## src/rtl/tx_gearbox66_pkg.sv

```systemverilog
// Shared 64b/66b gearbox definitions (package gbox_pkg), used by the transmit gearbox and the receive path.
package gbox_pkg;

    localparam logic [1:0] C_DATA_HEADER = 2'b01;
    localparam logic [1:0] C_CMD_HEADER  = 2'b10;

    localparam int C_HDR_W     = 2;
    localparam int C_BLK_W     = 66;
    localparam int C_PAYLOAD_W = 64;
    localparam int C_WORD_W    = 32;
    localparam int C_BUF_W     = 97;
    localparam int C_FILL_W    = 7;

    localparam int          C_SCR_W     = 58;
    localparam int          C_SCR_TAP_A = 38;
    localparam int          C_SCR_TAP_B = 57;
    localparam logic [57:0] C_SCR_INIT  = '1;

    function automatic logic hdr_legal(input logic [C_HDR_W-1:0] hdr);
        return (hdr == C_DATA_HEADER) || (hdr == C_CMD_HEADER);
    endfunction

endpackage

```

## src/rtl/tx_gearbox66_if.sv

```systemverilog
// Block-in / word-out bundle of the transmit gearbox; master is the framer/serializer side, slave the gearbox.
interface tx_gearbox66_if;
    import gbox_pkg::*;

    logic [C_PAYLOAD_W-1:0] blk_data_i;
    logic [C_HDR_W-1:0]     blk_hdr_i;
    logic                   blk_valid_i;
    logic                   blk_ready_o;
    logic [C_WORD_W-1:0]    tx_word_o;
    logic                   tx_valid_o;
    logic                   tx_ready_i;
    logic                   hdr_err_o;
    logic                   underflow_o;

    modport master (
        output blk_data_i, blk_hdr_i, blk_valid_i, tx_ready_i,
        input  blk_ready_o, tx_word_o, tx_valid_o, hdr_err_o, underflow_o
    );

    modport slave (
        input  blk_data_i, blk_hdr_i, blk_valid_i, tx_ready_i,
        output blk_ready_o, tx_word_o, tx_valid_o, hdr_err_o, underflow_o
    );

endinterface

```

## src/rtl/tx_scrambler58.sv

```systemverilog
// Self-synchronous 1 + x^39 + x^58 payload scrambler, 64 bits per advance, bit 63 first.
module tx_scrambler58
    import gbox_pkg::*;
(
    input  logic                   clk,
    input  logic                   rst_n,
    input  logic                   advance,
    input  logic [C_PAYLOAD_W-1:0] raw,
    output logic [C_PAYLOAD_W-1:0] scrambled
);

    logic [C_SCR_W-1:0] state_q;
    logic [C_SCR_W-1:0] state_next;

    // state_next[0] always holds the most recently scrambled bit
    always_comb begin
        state_next = state_q;
        scrambled  = '0;
        for (int i = C_PAYLOAD_W - 1; i >= 0; i--) begin
            scrambled[i] = raw[i] ^ state_next[C_SCR_TAP_A] ^ state_next[C_SCR_TAP_B];
            state_next   = {state_next[C_SCR_W-2:0], scrambled[i]};
        end
    end

    always_ff @(posedge clk or negedge rst_n) begin
        if (!rst_n) begin
            state_q <= C_SCR_INIT;
        end else if (advance) begin
            state_q <= state_next;
        end
    end

endmodule

```

## src/rtl/tx_gearbox66.sv

```systemverilog
// 66-bit block to 32-bit word transmit gearbox, MSB first.
// Define TX_GBOX_SCRAMBLER_EN to scramble the payload (never the header) before buffering.
module tx_gearbox66
    import gbox_pkg::*;
(
    input  logic           clk_i,
    input  logic           rst_ni,
    tx_gearbox66_if.slave  bus
);

    logic [C_BUF_W-1:0]     buf_q;
    logic [C_FILL_W-1:0]    fill_q;
    logic                   started_q;
    logic                   hdr_err_q;
    logic                   underflow_q;
    logic                   ready;
    logic                   valid;
    logic                   accept;
    logic                   drain;
    logic [C_PAYLOAD_W-1:0] payload;
    logic [C_BUF_W-1:0]     blk_placed;

    // Accept needs fill <= 31 and drain needs fill >= 32, so they are mutually exclusive
    assign ready  = (fill_q <= 7'd31);
    assign valid  = (fill_q >= 7'd32);
    assign accept = bus.blk_valid_i & ready;
    assign drain  = valid & bus.tx_ready_i;

`ifdef TX_GBOX_SCRAMBLER_EN
    tx_scrambler58 u_scrambler (
        .clk       (clk_i),
        .rst_n     (rst_ni),
        .advance   (accept),
        .raw       (bus.blk_data_i),
        .scrambled (payload)
    );
`else
    assign payload = bus.blk_data_i;
`endif

    // Bits below fill_q are always zero, so OR-ing the shifted block appends it
    assign blk_placed = {bus.blk_hdr_i, payload, {(C_BUF_W - C_BLK_W){1'b0}}} >> fill_q;

    always_ff @(posedge clk_i or negedge rst_ni) begin
        if (!rst_ni) begin
            buf_q       <= '0;
            fill_q      <= '0;
            started_q   <= 1'b0;
            hdr_err_q   <= 1'b0;
            underflow_q <= 1'b0;
        end else begin
            hdr_err_q   <= accept & ~hdr_legal(bus.blk_hdr_i);
            underflow_q <= started_q & bus.tx_ready_i & ~valid;
            if (accept) begin
                buf_q     <= buf_q | blk_placed;
                fill_q    <= fill_q + 7'd66;
                started_q <= 1'b1;
            end else if (drain) begin
                buf_q  <= buf_q << C_WORD_W;
                fill_q <= fill_q - 7'd32;
            end
        end
    end

    assign bus.blk_ready_o = ready;
    assign bus.tx_valid_o  = valid;
    assign bus.tx_word_o   = buf_q[C_BUF_W-1 -: C_WORD_W];
    assign bus.hdr_err_o   = hdr_err_q;
    assign bus.underflow_o = underflow_q;

endmodule

```

## src/flat_wrapper.sv

```systemverilog
// flat-port wrapper written by rule: the top's interface ports become plain ports
module tx_gearbox66_flat import gbox_pkg::*;
  (clk_i, rst_ni, bus_blk_data_i, bus_blk_hdr_i, bus_blk_valid_i, bus_tx_ready_i, bus_blk_ready_o, bus_tx_word_o, bus_tx_valid_o, bus_hdr_err_o, bus_underflow_o);
  tx_gearbox66_if bus_i ();
  input  logic clk_i;
  input  logic rst_ni;
  input wire logic [$bits(bus_i.blk_data_i)-1:0] bus_blk_data_i;
  input wire logic [$bits(bus_i.blk_hdr_i)-1:0] bus_blk_hdr_i;
  input wire logic [$bits(bus_i.blk_valid_i)-1:0] bus_blk_valid_i;
  input wire logic [$bits(bus_i.tx_ready_i)-1:0] bus_tx_ready_i;
  output wire logic [$bits(bus_i.blk_ready_o)-1:0] bus_blk_ready_o;
  output wire logic [$bits(bus_i.tx_word_o)-1:0] bus_tx_word_o;
  output wire logic [$bits(bus_i.tx_valid_o)-1:0] bus_tx_valid_o;
  output wire logic [$bits(bus_i.hdr_err_o)-1:0] bus_hdr_err_o;
  output wire logic [$bits(bus_i.underflow_o)-1:0] bus_underflow_o;
  assign bus_i.blk_data_i = bus_blk_data_i;
  assign bus_i.blk_hdr_i = bus_blk_hdr_i;
  assign bus_i.blk_valid_i = bus_blk_valid_i;
  assign bus_i.tx_ready_i = bus_tx_ready_i;
  assign bus_blk_ready_o = bus_i.blk_ready_o;
  assign bus_tx_word_o = bus_i.tx_word_o;
  assign bus_tx_valid_o = bus_i.tx_valid_o;
  assign bus_hdr_err_o = bus_i.hdr_err_o;
  assign bus_underflow_o = bus_i.underflow_o;
  tx_gearbox66 u_core (.clk_i(clk_i), .rst_ni(rst_ni), .bus(bus_i));
endmodule
```

## config.mk

```make
export PLATFORM = sky130hd
export DESIGN_NAME = tx_gearbox66_flat
export DESIGN_NICKNAME = d
export VERILOG_FILES = /design/src/rtl/tx_gearbox66_pkg.sv /design/src/rtl/tx_gearbox66_if.sv /design/src/rtl/tx_scrambler58.sv /design/src/rtl/tx_gearbox66.sv /design/src/flat_wrapper.sv
export SDC_FILE = /design/constraint.sdc
export NUM_CORES = 1
export LEC_CHECK = 0
export BUFFER_PORTS_ARGS = -buffer_cell sky130_fd_sc_hd__buf_2
export CORE_MARGIN = 1.5
export CORE_UTILIZATION = 45
export CTS_CLUSTER_SIZE = 10
export DETAILED_ROUTE_END_ITERATION = 10
export PLACE_DENSITY = 0.6
export SLEW_MARGIN = 25
export SYNTH_ARGS = -nofsm -noshare
export SYNTH_HDL_FRONTEND = slang
export SYNTH_SLANG_ARGS = --single-unit
```

## constraint.sdc

```tcl
create_clock -name clk_i -period 3 [get_ports clk_i]
set_input_delay 0 -clock clk_i [delete_from_list [all_inputs] [get_ports clk_i]]
set_output_delay 0 -clock clk_i [all_outputs]
set_load 0.05 [all_outputs]
```

==> summary.md, run 1 <==
| Metric | Value |
|---|---|
| RSZ-0062 raised after global routing | false |
| Fin Clk Skew | roughly 0.012 ns |
| Drt wl/cell | 27.5 µm |
| P_leak | approximately 4.3 nW |
| # DRC | 0 |
| IO buf count | about 110 |
| Fraction of layout cells with a size suffix above 1 | 0.293 |
| Layout Nets | 1111 |
| Cell Area, Synth | ~8900 µm² |
| Final Wtd Congestion | ~1.1 |
| Synth Register Bits | 106 |
| Number of core rows | ~50 |
| Clock Pin Slew Worst Setup and Hold Paths | 0.08 ns |
| Die Y | around 140 µm |
| Hold EP | u_core.bus.hdr_err_o |
| Grt ovf | 0 |
| Async SR Flop Fraction | 1.00 |
| CP Class | reg -> reg |
| Area taken by multi-input logic gates | 5620 µm² |
| DRT Pass-1 Iters | 6 |
| Vias in the first global route | 8075 |
| Clk sink count | 106 |
| Max VDD drop | between 0.6 and 0.7 mV |
| Cell count after synthesis | about 960 |
| Final slew viol count | 0 |
| F_max | around 370 MHz |
| Crit path capture type | flop |
| Routed WL | 36000 µm |
| Core ar. | a little under 20000 µm² |
| Total Routing Usage GR | 0.356 |
| Total CTS buffers | 9 |
| Worst Reg2Reg Path Length in Cells | 7 |
| Total number of vias | 8961 |
| Clock buffer depth | 2 |
| Setup Buffers After CTS | 0 |
| CTS tree | yes |
| CP arrival | 2.92 ns |
| Slew @ Worst Pin | between 0.8 and 0.9 ns |
| DP HPWL | roughly 27000 µm |
| Max_cap viols | 0 |
| Drt first-iter violations | approximately 1300 |
| Final hold vios | 0 |
| Antenna Cells | 0 |
| H-tree Lvls | 3 |
| Post-Syn Area per Cell | roughly 9.2 µm² |
| Seq/Total Area, Yosys | 0.298 |
| Root buf cell | clkbuf_16 |
| Area of the die | a little over 20000 µm² |
| Post-synth EDFFs | 0 |
| Worst skew pair latency | ~0.37 ns |
| Largest net degree at the start of global routing | 62 |
| Hold Crit Start | bus_blk_hdr_i[1] |
| Setup TNS | 0 ns |
| Syn nets | between 1000 and 1500 |
| R2R setup slack | about 0.31 ns |
| Power, Total | about 0.013 W |
| Worst Path Required | 3.24 ns |
| Pwr/cell area | 1330 nW/µm² |
| Slew margin rel. | 0.439 |
| Final Setup Violations | 0 |
| Reg2Reg Launch Point | u_core.fill_q[1] |
| Post-Route Utilization | 0.522 |
| Tightest Hold Check Type | in -> reg |
| Chip width | about 140 µm |
| Crit-path max FO | 25 |
| YS warnings | 0 |
| Commonest register cell after synthesis | dfrtp_1 |
| WHS Path Cells | 3 |
| Vias per inst | around 7 |
| Final period util | 0.896 |
| Cell variety after synth | 59 |
| First-pass GRT wire length | 52900 µm |
| FILL cells | between 1500 and 2000 |
| Initial antenna violation count | 0 |
| Synth-to-layout area growth | 14.0% |
| Register area | between 2000 and 3000 µm² |
| Worst R2R End | u_core.buf_q[60] |
| Initial Util | 0.458 |
| Status | completed |
| Top Ports | roughly 110 |
| Setup crit start kind | flop |
| Post-route minimum period | 2.69 ns |
| Antenna Nets Post-Route | 0 |
## cell usage in the layout, fill, tap and decap left out, types with 5 or more instances in the layout
cell type    n
nor2b_1      6
o31ai_1      7
nor2_1      85
a21oi_1     57
nand2b_1    11
mux2_2      33
nand3_1     24
dfrtp_1    103
inv_1        6
nand2_1    127
a211oi_1    11
a211o_1      5
buf_12       7
a221o_1      7
o211ai_1    20
mux4_2      63
o21ai_0     49
o22ai_1     30
a31oi_1     14
buf_4       66
a22oi_1     20
buf_2      104
mux2i_1     63
and2_1       5
nor3_1      13
and3_1       6
clkbuf_16    9
o221a_2      6
o221ai_1    13
## critical path, stage by stage (launching register included)
cell and delay, ns:
dfrtp_4 0.58, buf_12 0.24, buf_12 0.18, mux4_2 0.59, mux2i_1 0.36, nand2_1 0.16
a311oi_1 0.32, a21oi_1 0.11
## area by class of cell
class	instances	share of cell area
multi-input cells	733	0.554
flip-flops and latches	106	0.262
repair buffers	180	0.117
well taps	265	0.0327
clock buffers	11	0.0240
clock inverters	5	0.00617
inverters	9	0.00333
## worst max-delay path by stage
stage                           startpoint          endpoint  slack, ns  depth (start not counted)
after CTS                 u_core.fill_q[1]  u_core.buf_q[60]       0.34                          7
final                     u_core.fill_q[1]  u_core.buf_q[60]       0.31                          7
after global placement    u_core.fill_q[1]  u_core.buf_q[10]       0.38                          7
after detailed placement  u_core.fill_q[1]  u_core.buf_q[60]       0.37                          7
after floorplan           u_core.fill_q[5]  u_core.buf_q[95]       0.07                         10
after global routing      u_core.fill_q[1]  u_core.buf_q[60]       0.21                          7
## logic make-up after synthesis
kind of cell    count (synthesis)  synth area share
simple gates                  293             0.142
compound gates                274             0.208
mux                           159             0.272
buf+inv                       123            0.0712
flops                         106             0.298
xor+xnor                        5           0.00493
fa+ha+maj                       2           0.00281
## registers in the layout (all words and copies together), names as in the netlist
signal and flops:
u_core.buf_q 97, u_core.bus.hdr_err_o 1, u_core.bus.underflow_o 1, u_core.fill_q 6, u_core.started_q 1
## synthesized netlist by cell type (all sizes together), types with 6 or more instances
| cell type | number | area [µm²] |
|---|---|---|
| o221a | 6 | 67.6 |
| o31ai | 7 | 52.6 |
| inv | 8 | 30.0 |
| a211oi | 11 | 82.6 |
| mux4 | 63 | 1420 |
| nor2 | 85 | 319 |
| o21ai | 49 | 245 |
| mux2 | 33 | 372 |
| nand2 | 127 | 477 |
| clkbuf | 49 | 184 |
| nor3 | 14 | 70.1 |
| a22oi | 20 | 150 |
| o211ai | 20 | 150 |
| a21oi | 57 | 285 |
| buf | 65 | 415 |
| a221o | 7 | 70.1 |
| o22ai | 30 | 188 |
| dfrtp | 106 | 2650 |
| o221ai | 13 | 114 |
| nor2b | 7 | 43.8 |
| a31oi | 14 | 87.6 |
| mux2i | 63 | 631 |
| nand2b | 12 | 75.1 |
| and3 | 6 | 37.5 |
| nand3 | 24 | 120 |
## through the flow
| step | cell area, µm² | cells | hold WS, ns | worst slack, ns |
|---|---|---|---|---|
| 2_1_floorplan | 8890 | 962 | -0.296 | 0.0653 |
| 3_3_place_gp | 9800 | 1290 | 0.102 | 0.380 |
| 3_5_place_dp | 9800 | 1290 | 0.0914 | 0.366 |
| 4_1_cts | 10100 | 1309 | 0.0333 | 0.340 |
| 5_1_grt | 10100 | 1309 | 0.0460 | 0.207 |
| 6_report | 10100 | 1309 | 0.0265 | 0.312 |
## repair_timing
action | CTS | global route
resized for setup | 0 | 0
hold buffers | 3 | 0
endpoints found under the hold margin | 47 | 0
endpoints found under the setup margin | 0 | 0
## power by group
group          internal, W  switching, W
clock network     0.000679      0.000612
registers          0.00203      0.000597
logic              0.00353       0.00602
total              0.00624       0.00723
## metal layers
metal,part of all wire,vias to the layer above,GRT usage
met2,0.41,733,0.493
met3,0.13,112,0.0870
met4,0.044,0,0.140
met5,0,-,0
li1,-,3791,-
met1,0.42,4325,0.529
No activity file was read; power rests on OpenSTA's default activity.
==> run 2, diff against run 1 <==
- CORE_UTILIZATION: 45 -> 50
- PLACE_DENSITY: 0.6 -> 0.66
==> run 2 against run 1 <==
  * Maximum frequency shrank 4.1%
  * Design area shrank 0.94%
  * Flip-flop and latch count is the same
  * Die area shrank 9.8%
  * Critical path type unchanged
  * Critical endpoint is now u_core.buf_q[6]
  * Highest routed layer unchanged
==> summary.md, run 2 (same netlist as run 1, synthesis figures left out) <==
| Metric | Value |
|---|---|
| Fin worst setup slack | between 0.15 and 0.2 ns |
| Crit-path max FO | 27 |
| Worst Reg2Reg Path Length in Cells | 6 |
| CP max-delay cell | dfrtp_4 |
| Max_cap viols | 0 |
| Slew margin rel. | 0.459 |
| Worst skew pair latency | ~0.37 ns |
| Post-CTS sizing | 0 |
| Routed WL | roughly 36000 µm |
| Clock Pin Slew Worst Setup and Hold Paths | about 0.09 ns |
| Worst R2R End | u_core.buf_q[6] |
| Fin Clk Skew | roughly 0.013 ns |
| Total CTS buffers | 9 |
| Crit path top cell by count | o221ai_1 |
| Fraction of layout cells with a size suffix above 1 | 0.291 |
| Clk sink count | roughly 110 |
| Largest reg by FF count | u_core.buf_q |
| IO buf count | 105 |
| # DRC | 0 |
| Most frequent cells in the layout | nand2_1, buf_2, dfrtp_1, nor2_1 |
| Reg2Reg Launch Point | u_core.fill_q[1] |
| Top Registers | u_core.buf_q x97, u_core.fill_q x6 |
| Status | completed |
| Root buf cell | clkbuf_16 |
| Top Ports | 106 |
| Drt first-iter violations | around 1200 |
| Slew @ Worst Pin | around 0.8 ns |
| Pre-CTS WS | approximately 0.33 ns |
| CP arrival | between 3 and 4 ns |
| Antenna Nets Post-Route | 0 |
| Largest register FFs | 97 |
| Die Y | between 100 and 150 µm |
| Worst Path Required | roughly 3.2 ns |
| Setup crit start kind | flop |
| Commonest non-fill, non-tap cell in the layout | nand2_1 |
| P_leak | 4.24 nW |
| Tightest Hold Check Type | in -> reg |
| CTS tree | yes |
| R2R setup slack | ~0.2 ns |
| Pwr/cell area | between 1000 and 1500 nW/µm² |
| Power, Total | 0.0134 W |
| Number of core rows | between 40 and 50 |
| CP Class | reg -> reg |
| Initial Util | 0.512 |
| Setup TNS | 0 ns |
| Area of the die | 18600 µm² |
| Final Setup Violations | 0 |
| Post-route minimum period | ~2.8 ns |
| RSZ-0062 raised after global routing | false |
| DRT Pass-1 Iters | 6 |
| Final hold vios | 0 |
| Final Wtd Congestion | about 1.0 |
| Chip width | around 140 µm |
| Synth-to-layout area growth | 12.9% |
| Final period util | 0.934 |
| Post-Place Cell Area | about 9700 µm² |
| Clock buffer depth | 2 |
| Vias per inst | 7.05 |
| Hold Crit Start | bus_blk_hdr_i[1] |
| Max VDD drop | 0.967 mV |
| First-pass GRT wire length | approximately 54000 µm |
| Hold EP | u_core.bus.hdr_err_o |
| Crit path capture type | flop |
| H-tree Lvls | 3 |
| Total number of vias | 8914 |
| Largest net degree at the start of global routing | between 100 and 150 |
| Core ar. | approximately 17000 µm² |
| Layout Nets | around 1100 |
| DP HPWL | between 20000 and 30000 µm |
| Total Routing Usage GR | 0.404 |
| Fin area | 10000 µm² |
| F_max | about 360 MHz |
| Final slew viol count | 0 |
| Initial antenna violation count | 1 |
| Grt ovf | 0 |
| WHS Path Cells | 3 |
| Vias in the first global route | 8163 |
| Critical-path cell list | buf_12 -> mux4_2 -> mux2i_1 -> o221ai_1 -> a31oi_1 -> o221ai_1 |
| Max incr delay on CP | 0.74 ns |
| Drt wl/cell | 28.8 µm |
## run 2: worst max-delay path by stage
stage / slack [ns] / endpoint / from
after global routing: 0.06 / u_core.buf_q[32] / u_core.fill_q[1]
after detailed placement: 0.33 / u_core.buf_q[6] / u_core.fill_q[1]
after CTS: 0.29 / u_core.buf_q[8] / u_core.fill_q[1]
after global placement: 0.29 / u_core.buf_q[6] / u_core.fill_q[1]
final: 0.20 / u_core.buf_q[6] / u_core.fill_q[1]
after floorplan: 0.07 / u_core.buf_q[95] / u_core.fill_q[5]
## run 2: what timing repair did
item,4_1_cts,5_1_grt
endpoints found under the hold margin,108,0
hold buffers,3,0
setup buffers,0,0
## run 2: worst max-delay path: cells and delay by family, from the launching register on
kind / cells / cell delay (ns)
mux: 2 / 1.01
compound gates: 3 / 0.64
buf+inv: 1 / 0.25
flops: 1 / 0.74
## run 2: stage by stage
step | std cells | utilization | hold slack [ns]
after floorplan | 962 | - | -0.296
after global placement | 1246 | 0.561 | 0.125
after detailed placement | 1246 | 0.561 | 0.136
after CTS | 1264 | 0.578 | 0.0284
after global routing | 1264 | 0.578 | 0.0529
final | 1265 | 0.578 | 0.0288
## run 2: metal layers
metal  routed length [µm]  part of all wire  vias to the layer above  track usage
met1                15200              0.42                     4304        0.593
met4                 1590             0.044                        0        0.166
met2                15000              0.41                      733        0.555
met5                    0                 0                        -            0
met3                 4590              0.13                      101        0.111
li1                     -                 -                     3776            -
## run 2: area by class of cell
type                       instances  area (µm²)
inverter                           9        33.8
sequential                       106        2660
clock buffer                       9         225
antenna                            1        2.50
fill                            1597        7320
multi-input combinational        733        5620
clock inverter                     6        50.0
timing repair buffer             176        1170
tap                              225         282
## run 2: where the power goes
| part | internal [W] | switching [W] |
|---|---|---|
| clock network | 0.000573 | 0.000627 |
| registers | 0.00203 | 0.000587 |
| logic | 0.00351 | 0.00611 |
==> run 3, diff against run 2 <==
- REMOVE_ABC_BUFFERS: unset -> 1
==> run 3 against run 2 <==
  * Via count shrank 3.3%
  * Sequential power is essentially flat
  * Clock power is 6% higher
  * Die area did not move
  * Combinational power shrank 8.0%
  * Core utilization down 0.22 points
  * Largest power group unchanged
  * Maximum frequency up 4.2%
  * Sequential share of layout area up 0.099 points
  * Total power down 5.2%
  * First-iteration DRC count is 7.7% lower
  * Critical path depth increased by 1
  * Clock skew fell by 0.0051 ns
==> summary.md, run 3 (same netlist as run 1, synthesis figures left out) <==
| Metric | Value |
|---|---|
| Antenna Nets Post-Route | 0 |
| Seq pwr share | 0.206 |
| Largest reg by FF count | u_core.buf_q |
| Total number of vias | 8620 |
| RSZ-0062 raised after global routing | false |
| CP Class | reg -> reg |
| Area of the die | 18600 µm² |
| FILL cells | 1578 |
| CTS Hold Bufs | 2 |
| Die Y | 136 µm |
| Number of core rows | 48 |
| Setup crit start kind | flop |
| Largest net degree at the start of global routing | 76 |
| Tightest Hold Check Type | in -> reg |
| Grt ovf | 0 |
| Setup Buffers After CTS | 0 |
| CTS tree | yes |
| Top Registers | u_core.buf_q x97, u_core.fill_q x6 |
| Crit-path max FO | 27 |
| CP startpoint | u_core.fill_q[1] |
| Clk sink count | between 100 and 150 |
| Slew @ Worst Pin | between 0.9 and 1 ns |
| Synth-to-layout area growth | 12.5% |
| Final hold vios | 0 |
| Hold Crit Start | bus_blk_hdr_i[1] |
| Fin area | ~10000 µm² |
| Clock Power Share | 0.100 |
| Status | completed |
| Hold slack final | around 0.033 ns |
| Fraction of layout cells with a size suffix above 1 | 0.288 |
| Routed WL | roughly 32000 µm |
| R2R setup slack | approximately 0.31 ns |
| Post-Place Cell Area | approximately 9700 µm² |
| DP HPWL | 23000 µm |
| CP arrival | slightly below 3 ns |
| Worst Path Required | 3.26 ns |
| Antenna Cells | 0 |
| Layout Nets | 1100 |
| Drt first-iter violations | approximately 1100 |
| Final Setup Violations | 0 |
| Top Ports | approximately 110 |
| Total CTS buffers | 9 |
| DRT Pass-1 Iters | 6 |
| Post-route minimum period | 2.69 ns |
| Clock Pin Slew Worst Setup and Hold Paths | 0.08 ns |
| Vias per inst | about 6.9 |
| Max VDD drop | slightly below 1 mV |
| Final slew viol count | 0 |
| # DRC | 0 |
| Vias in the first global route | between 8000 and 9000 |
| Drt wl/cell | about 25 µm |
| Post-CTS sizing | 0 |
| Crit path capture type | flop |
| Switching share of power | 0.521 |
| Largest register FFs | 97 |
| Pwr/cell area | between 1000 and 1500 nW/µm² |
| First-pass GRT wire length | roughly 49000 µm |
| P_leak | 4.22 nW |
| Switching power | 0.00663 W |
| F_max | 372 MHz |
| Worst skew pair latency | approximately 0.37 ns |
| Power Internal | 0.00611 W |
| Commonest non-fill, non-tap cell in the layout | nand2_1 |
| Reg2Reg Launch Point | u_core.fill_q[1] |
| Post-Layout Cell Count | 1258 |
| Fin Clk Skew | about 0.0075 ns |
| Chip width | between 100 and 150 µm |
| Clock buffer depth | 2 |
| Initial Util | 0.512 |
| Most frequent cells in the layout | nand2_1, buf_2, dfrtp_1, nor2_1 |
| Comb power frac | 0.694 |
| H-tree Lvls | 3 |
| Initial antenna violation count | 0 |
| IO buf count | roughly 110 |
| Slew margin rel. | 0.352 |
| Final period util | 0.897 |
| Max_cap viols | 0 |
| Root buf cell | clkbuf_16 |
| Core ar. | between 15000 and 20000 µm² |
| Total Routing Usage GR | 0.348 |
| Final Wtd Congestion | around 1.0 |
| Cells after DPL | roughly 1200 |
## run 3: final cells by class
| type | instances | area, µm² | area share |
|---|---|---|---|
| multi-input cells | 733 | 5620 | 0.562 |
| flip-flops and latches | 106 | 2660 | 0.266 |
| repair buffers | 169 | 1100 | 0.110 |
| well taps | 225 | 282 | 0.0281 |
| clock buffers | 10 | 229 | 0.0229 |
| clock inverters | 6 | 73.8 | 0.00738 |
| inverters | 9 | 33.8 | 0.00338 |
## run 3: per-stage QoR
step | power, W | setup slack [ns] | utilization | setup TNS (ns)
final | 0.0127 | 0.310 | 0.576 | 0
after detailed placement | 0.0112 | 0.327 | 0.558 | 0
after floorplan | 0.00856 | -1.82 | - | -139.18
after global routing | 0.0134 | 0.141 | 0.576 | 0
after global placement | 0.0112 | 0.380 | 0.558 | 0
after CTS | 0.0125 | 0.315 | 0.576 | 0
## run 3: critical path, stage by stage (launching register included)
cell and delay [ns]:
dfrtp_4 0.75, buf_4 0.31, buf_4 0.17, mux4_2 0.52
mux2_2 0.29, mux2i_1 0.21, nor2_1 0.07, o221a_2 0.27
## run 3: layer usage
| metal | up-vias | routed length [µm] | track usage | part of all wire |
|---|---|---|---|---|
| met2 | 578 | 14500 | 0.528 | 0.46 |
| met3 | 98 | 3300 | 0.0858 | 0.10 |
| li1 | 3774 | - | - | - |
| met1 | 4170 | 12600 | 0.484 | 0.40 |
| met5 | - | 0 | 0 | 0 |
| met4 | 0 | 1090 | 0.128 | 0.035 |
## run 3: path summary, 6_finish.rpt
check                                       end  cells after the start
setup / recovery               u_core.buf_q[31]                      7
hold / removal             u_core.bus.hdr_err_o                      3
setup reg to reg               u_core.buf_q[31]                      7
hold reg to reg                u_core.started_q                      1
max in group asynchronous      u_core.buf_q[40]                      3
min in group asynchronous      u_core.buf_q[85]                      2
## run 3: power by group through the flow
stage	clock (W)	combinational, W	sequential, W
final	0.00127	0.00885	0.00262
after global routing	0.00133	0.00940	0.00271
after CTS	0.00127	0.00865	0.00261
after detailed placement	0	0.00860	0.00263
after global placement	0	0.00858	0.00262
after floorplan	0	0.00495	0.00362
